$ cat config.mk
export PLATFORM = sky130hd
export DESIGN_NAME = rotator_share_ctrl
export DESIGN_NICKNAME = d
export VERILOG_FILES = /design/src/rtl/rotator_share_ctrl.sv
export SDC_FILE = /design/constraint.sdc
export NUM_CORES = 1
export LEC_CHECK = 0
export ABC_AREA = 1
export CAP_MARGIN = 20
export CELL_PAD_IN_SITES_DETAIL_PLACEMENT = 1
export CELL_PAD_IN_SITES_GLOBAL_PLACEMENT = 2
export CORE_ASPECT_RATIO = 0.5
export CORE_MARGIN = 1
export CORE_UTILIZATION = 21
export CTS_BUF_LIST = sky130_fd_sc_hd__clkbuf_8
export CTS_CLUSTER_SIZE = 40
export DETAILED_ROUTE_END_ITERATION = 7
export GPL_ROUTABILITY_DRIVEN = 0
export PLACE_DENSITY_LB_ADDON = 0.05
export SYNTH_ARGS = -nofsm -noshare
export SYNTH_HDL_FRONTEND = slang
export SYNTH_SLANG_ARGS = --single-unit
$ cat constraint.sdc
create_clock -name clk -period 1.16 [get_ports clk]
set_input_delay 0.232 -clock clk [delete_from_list [all_inputs] [get_ports clk]]
set_output_delay 0.232 -clock clk [all_outputs]
set_load 0.02 [all_outputs]
$ cat src/rtl/rotator_share_ctrl.sv
// Round-robin sequencer sharing one external multi-cycle rotate-right shifter among NREQ clients.
// Optional macro ROT_LEFT_EN adds req_dir so clients can request left rotations.
module rotator_share_ctrl #(
    parameter int NREQ   = 2,
    parameter int WIDTH  = 16,
    parameter int SHW    = 4,
    parameter int SETTLE = 8
) (
    input  logic                   clk,
    input  logic                   rst_n,
    input  logic [NREQ-1:0]        req,
    input  logic [NREQ*WIDTH-1:0]  req_data,
    input  logic [NREQ*SHW-1:0]    req_amt,
`ifdef ROT_LEFT_EN
    input  logic [NREQ-1:0]        req_dir,
`endif
    output logic [NREQ-1:0]        gnt,
    output logic [NREQ-1:0]        done,
    output logic [WIDTH-1:0]       result,
    output logic                   busy,
    output logic [WIDTH-1:0]       rot_in,
    output logic [SHW-1:0]         rot_sel,
    input  logic [WIDTH-1:0]       rot_out
);

    localparam int OW = (NREQ > 1) ? $clog2(NREQ) : 1;
    localparam int CW = (SETTLE > 1) ? $clog2(SETTLE) : 1;
    localparam logic [CW-1:0] CNT_LOAD = CW'(SETTLE - 1);

    typedef enum logic [1:0] {S_IDLE, S_SETTLE, S_DONE} state_t;

    state_t         state;
    logic [OW-1:0]  ptr;
    logic [OW-1:0]  owner;
    logic [CW-1:0]  cnt;

    logic           found_hi;
    logic           found_any;
    logic [OW-1:0]  win_hi;
    logic [OW-1:0]  win_lo;
    logic [OW-1:0]  win;
    logic [OW-1:0]  win_next;
    logic [WIDTH-1:0] win_data;
    logic [SHW-1:0] win_amt;
    logic [SHW-1:0] win_sel;

    // Lowest set request at or above ptr wins; otherwise wrap to the lowest set request overall.
    always_comb begin
        found_hi  = 1'b0;
        found_any = 1'b0;
        win_hi    = '0;
        win_lo    = '0;
        for (int i = NREQ - 1; i >= 0; i--) begin
            if (req[i]) begin
                found_any = 1'b1;
                win_lo    = OW'(i);
                if (OW'(i) >= ptr) begin
                    found_hi = 1'b1;
                    win_hi   = OW'(i);
                end
            end
        end
        win      = found_hi ? win_hi : win_lo;
        win_next = (win == OW'(NREQ - 1)) ? '0 : win + OW'(1);
        win_data = req_data[int'(win)*WIDTH +: WIDTH];
        win_amt  = req_amt[int'(win)*SHW +: SHW];
`ifdef ROT_LEFT_EN
        // Left by n equals right by (WIDTH-n) mod WIDTH; SHW-bit wraparound gives the mod for free.
        win_sel  = req_dir[win] ? (SHW'(0) - win_amt) : win_amt;
`else
        win_sel  = win_amt;
`endif
    end

    always_ff @(posedge clk or negedge rst_n) begin
        if (!rst_n) begin
            state   <= S_IDLE;
            ptr     <= '0;
            owner   <= '0;
            cnt     <= '0;
            gnt     <= '0;
            done    <= '0;
            result  <= '0;
            busy    <= 1'b0;
            rot_in  <= '0;
            rot_sel <= '0;
        end else begin
            case (state)
                S_IDLE: begin
                    gnt <= '0;
                    if (found_any) begin
                        gnt     <= NREQ'(1) << win;
                        rot_in  <= win_data;
                        rot_sel <= win_sel;
                        owner   <= win;
                        cnt     <= CNT_LOAD;
                        busy    <= 1'b1;
                        ptr     <= win_next;
                        state   <= S_SETTLE;
                    end
                end
                S_SETTLE: begin
                    gnt <= '0;
                    if (cnt != '0) begin
                        cnt <= cnt - CW'(1);
                    end else begin
                        result <= rot_out;
                        done   <= NREQ'(1) << owner;
                        state  <= S_DONE;
                    end
                end
                S_DONE: begin
                    done  <= '0;
                    busy  <= 1'b0;
                    state <= S_IDLE;
                end
                default: begin
                    state <= S_IDLE;
                end
            endcase
        end
    end

endmodule

* Yosys cells after proc, flatten, opt, wreduce, memory -nomap -nowiden
Cells that the tools add are included.
Cells by class: add/subtract/negate cells 2, shifts and indexed selects 4, reduce and logical (&&, ||, !) cells 11, multiplexer cells 23, bitwise gates (word level) 1, magnitude comparators 2, equal/unequal tests 5
Operator list (count):
- 32-bit by 6-bit variable part select with 16-bit output | 1
- 1-bit 2-to-1 mux | 12
- 2-bit one-hot mux with 2 select lines | 3
- 2-bit AND reduction | 5
- 2-bit 2-to-1 mux | 4
- 8-bit by 4-bit variable part select with 4-bit output | 1
- 3-bit 2-to-1 mux | 2
- 2-bit != test (second input constant) | 3
- 3-bit one-hot mux with 2 select lines | 1
- 2-bit nonzero test | 3
- 1-bit by 1-bit << shifter with 2-bit output (first input constant) | 2
- 3-bit AND reduction | 1
- 3-bit nonzero test | 1
- 3-bit by 1-bit subtractor with 3-bit output (second input constant) | 1
- 2-bit by 1-bit == test with 1-bit output (second input constant) | 1
- 2-bit == test (second input constant) | 1
- 1-bit >= comparator (first input constant) | 2
- 2-bit zero test | 1
- 1-bit one-hot mux with 2 select lines | 1
- 1-bit adder (second input constant) | 1
- 1-bit NOT | 1
Storage, ports and cells: register bits after elaboration 48, output and inout bits 41, logic and storage cells 58

* Logic depth before layout (Yosys ltp)
word-level depth 9, mapped depth 9, gate-level depth less buffers 8

* Worst setup path before layout
No wires, ideal clock.
path kind reg-to-reg, start point register cnt[0], end point register done[1], cell stages (with the launch flop) 9, slack -0.100 ns, arrival time 1.143 ns, clock period less this slack 1.260 ns, library setup time 0.117 ns, data required time 1.043 ns, cells stage by stage dfrtp_1 inv_1 ha_1 inv_1 nor2_1 nand2_4 buf_6 o21ai_1 inv_1
Between the ends: cells in the longest elaborated chain, start to end 3
Ends and longest elaborated chain:
- from (decl) | line 35 | logic [CW-1:0] cnt;
- from (signal assigned) | line 105 | cnt <= cnt - CW'(1);
- 3-bit nonzero test | line 104 | if (cnt != '0) begin
- 2-bit != test (no line)
- 2-bit AND reduction (no line)
- to (signal assigned) | line 108 | done <= NREQ'(1) << owner;
- to (decl) | line 18 | output logic [NREQ-1:0] done,
No other way between the ends. A chain may end at the register's enable or synchronous reset.

* Final worst setup path
start point register cnt[0], end point register done[0]
Same word-level chain as after synthesis.

==> impl_metrics.py <==
metrics = {
    "status": {
        "violations": "negative setup slack",
        "status": "complete, but fails checks",
    },
    "timing": {
        "rsz0062_at_grt": "true",
        "tightestPinTransition_ns": 0.302,
        "fin_crit_sh": 1.07,
        "setup_ws_ns": -0.0809,
        "setup_viol": 41,
        "holdWs_ns": 0.447,
        "max_freq_ghz": 0.806,
        "period_minus_slack_ns": 1.24,
        "skew_ns": 0.00872,
        "slew_headroom": 0.798,
        "final_max_slew_viol_count": 0,
        "hold_violations": 0,
    },
    "placed_design": {
        "port_buffers": 100,
        "hpwl_um": 5240,
        "pre_cts_ws_ns": -0.349,
    },
    "finish": {
        "n_antenna_cell": 0,
        "fill_cells": 1114,
        "area_delta_synth_final_pct": 83.4,
        "nNetsFinal": 452,
        "drive_gt1_frac": 0.455,
    },
    "synthesis": {
        "synth_cells": 248,
        "synthesis.area_sq_mm": 0.00216,
        "syn_nets": 310,
        "ys_types": 18,
        "synth_seq_cells": 48,
        "yosys_warnings": 0,
        "syn_area_per_cell_sq_um": 8.72,
        "synth-seq-area-share": 0.555,
    },
    "detailed_routing": {
        "ant_nets": 0,
        "via_per_inst": 4.32,
        "totalWireLength_um": 7840,
        "drtIter0Drc": 38,
        "via_count": 2270,
        "post_drt_wl_per_cell_um": 14.9,
        "drc": 0,
        "firstDrtPassIters": 4,
    },
    "clock_tree": {
        "clock_latency_ns": 0.31,
        "cts-root-buf": "clkbuf_8",
        "cts_buffer_depth": 2,
        "cts_num_sinks": 48,
        "cts_max_level": 2,
        "numCtsBuffers": 5,
        "cts_tree": "built",
        "clkTransAtPathRegs_ns": 0.10,
    },
    "pwr": {
        "pwr_density_cell_mw_per_mm2": 2560,
        "p_leak_nw": 1.93,
        "ir_drop_v": 0.000656,
    },
    "floorplanning": {
        "num_rows": 25,
        "die_h_um": 73.8,
        "die_w_um": 146,
        "ios": 101,
        "initial_core_util": 0.222,
        "dieArea_sq_mm": 0.0107,
        "core_area_sq_mm": 0.00973,
    },
    "setup_path": {
        "path_class": "reg2reg",
        "cp-start-kind": "register",
        "critical_path_arrival_ns": 1.44,
        "worstRegToRegCells": 8,
        "crit_fanout": 6,
        "worstPathRequired_ns": 1.36,
        "endpoint_kind": "register",
    },
    "global_route": {
        "first_global_vias": 2457,
        "globalRouteOverflowTotal": 0,
        "antenna_found_initial": 0,
        "grt_first_pass_wirelength_um": 12400,
        "grt_start_max_net_pins": 49,
        "grt_use_total": 0.150,
    },
    "worst_hold_path": {
        "min_path_type": "in2async",
    },
    "run": {
        "cap_viol_max_count": 0,
    },
}
-- where the power goes --
part           total, mW  switching, mW  internal [mW]
sequential          3.06          0.558           2.50
combinational       6.03           3.31           2.72
clock               1.09          0.612          0.478
-- flip-flops by register name, indices dropped and copies added (netlist names) --
signal / cells
done: 2
busy: 1
rot_sel: 4
gnt: 2
rot_in: 16
owner: 1
state: 2
cnt: 3
ptr: 1
result: 16
-- cells in the mapped netlist --
library cell  count  area, sq um
dfrtp_1          48         1200
inv_2             1         3.75
o21ai_1           3         15.0
ha_1              2         25.0
inv_1             8         30.0
nand2_1          96          360
buf_4             1         7.51
buf_2             7         35.0
clkbuf_1          4         15.0
o21ai_4           1         16.3
inv_4             1         6.26
nor2_2            1         6.26
nand4_1          20          125
nor2_4            2         22.5
nand3_1          46          230
nor2_1            2         7.51
nand2_4           1         11.3
buf_6             4         45.0
-- area by class of cell --
cell class	instances	area, sq um	share of cell area
inverters	10	42.5	0.0107
well taps	135	169	0.0426
clock buffers	6	82.6	0.0208
clock inverters	2	10.0	0.00252
repair buffers	151	1310	0.330
flip-flops and latches	48	1200	0.303
multi-input cells	174	1150	0.291
-- cell families (layout without fill, tap and decap cells) --
family,Yosys count,after routing,synth area share
compound gates,4,4,0.0145
fa+ha+maj,2,2,0.0116
buf+inv,26,169,0.0659
flops,48,48,0.555
simple gates,168,168,0.353
-- what timing repair did --
| action | 4_1_cts | 5_1_grt |
|---|---|---|
| gates cloned | 3 | 2 |
| endpoints found under the setup margin | 86 | 48 |
| hold endpoints to repair | 48 | 0 |
| buffers inserted | 6 | 5 |
| gates resized for setup | 215 | 55 |
| hold buffers | 1 | 0 |
| pin swaps | 18 | 22 |
-- worst max-delay path: stages, from the launching register on --
cell and delay (ns):
dfrtp_1 0.40, inv_2 0.09, ha_4 0.14, inv_2 0.04
nor2_4 0.09, nand2_4 0.10, buf_4 0.16, nand3_1 0.05
o21ai_1 0.06
-- metrics by stage --
stage	total power, mW	util	area, sq um	setup TNS, ns	std cells
3_5_place_dp	8.42	0.361	3520	-11.79	501
6_report	10.2	0.408	3970	-1.96	526
5_1_grt	11.0	0.408	3970	-5.41	526
2_1_floorplan	5.67	-	2180	-0.0537	248
4_1_cts	9.54	0.375	3640	-1.51	519
3_3_place_gp	8.29	0.361	3520	-9.49	501
-- layer usage --
layer  up-vias  track usage  part of all wire
li1       1101            -                 -
met1      1101        0.194              0.47
met2        66        0.253              0.48
met3         2       0.0429             0.048
met4         0       0.0292            0.0031
met5         -            0                 0
-- final timing paths --
| check | from | end | slack [ns] |
|---|---|---|---|
| setup reg to reg | cnt[0]$_DFFE_PN0P_ | done[0]$_DFFE_PN0P_ | -0.08 |
| setup / recovery | cnt[0]$_DFFE_PN0P_ | done[0]$_DFFE_PN0P_ | -0.08 |
| min in group clk | rot_out[14] | result[14]$_DFFE_PN0P_ | 0.47 |
| hold reg to reg | owner$_DFFE_PN0P_ | done[0]$_DFFE_PN0P_ | 0.49 |
| hold / removal | rst_n | cnt[1]$_DFFE_PN0P_ | 0.45 |
| max in group asynchronous | rst_n | state[1]$_DFFE_PN0P_ | 0.47 |
-- cell usage in the layout (no fill, tap or decap), drive strengths merged --
| cell | count |
|---|---|
| dlygate4sd2 | 2 |
| nand3 | 46 |
| o21ai | 4 |
| ha | 2 |
| clkinv | 2 |
| nor2 | 5 |
| nand4 | 20 |
| inv | 10 |
| clkbuf | 7 |
| clkdlybuf4s50 | 56 |
| nand2 | 97 |
| buf | 91 |
| dfrtp | 48 |
| dlygate4sd3 | 1 |
Note: power is estimated with default switching activity, not from simulation.
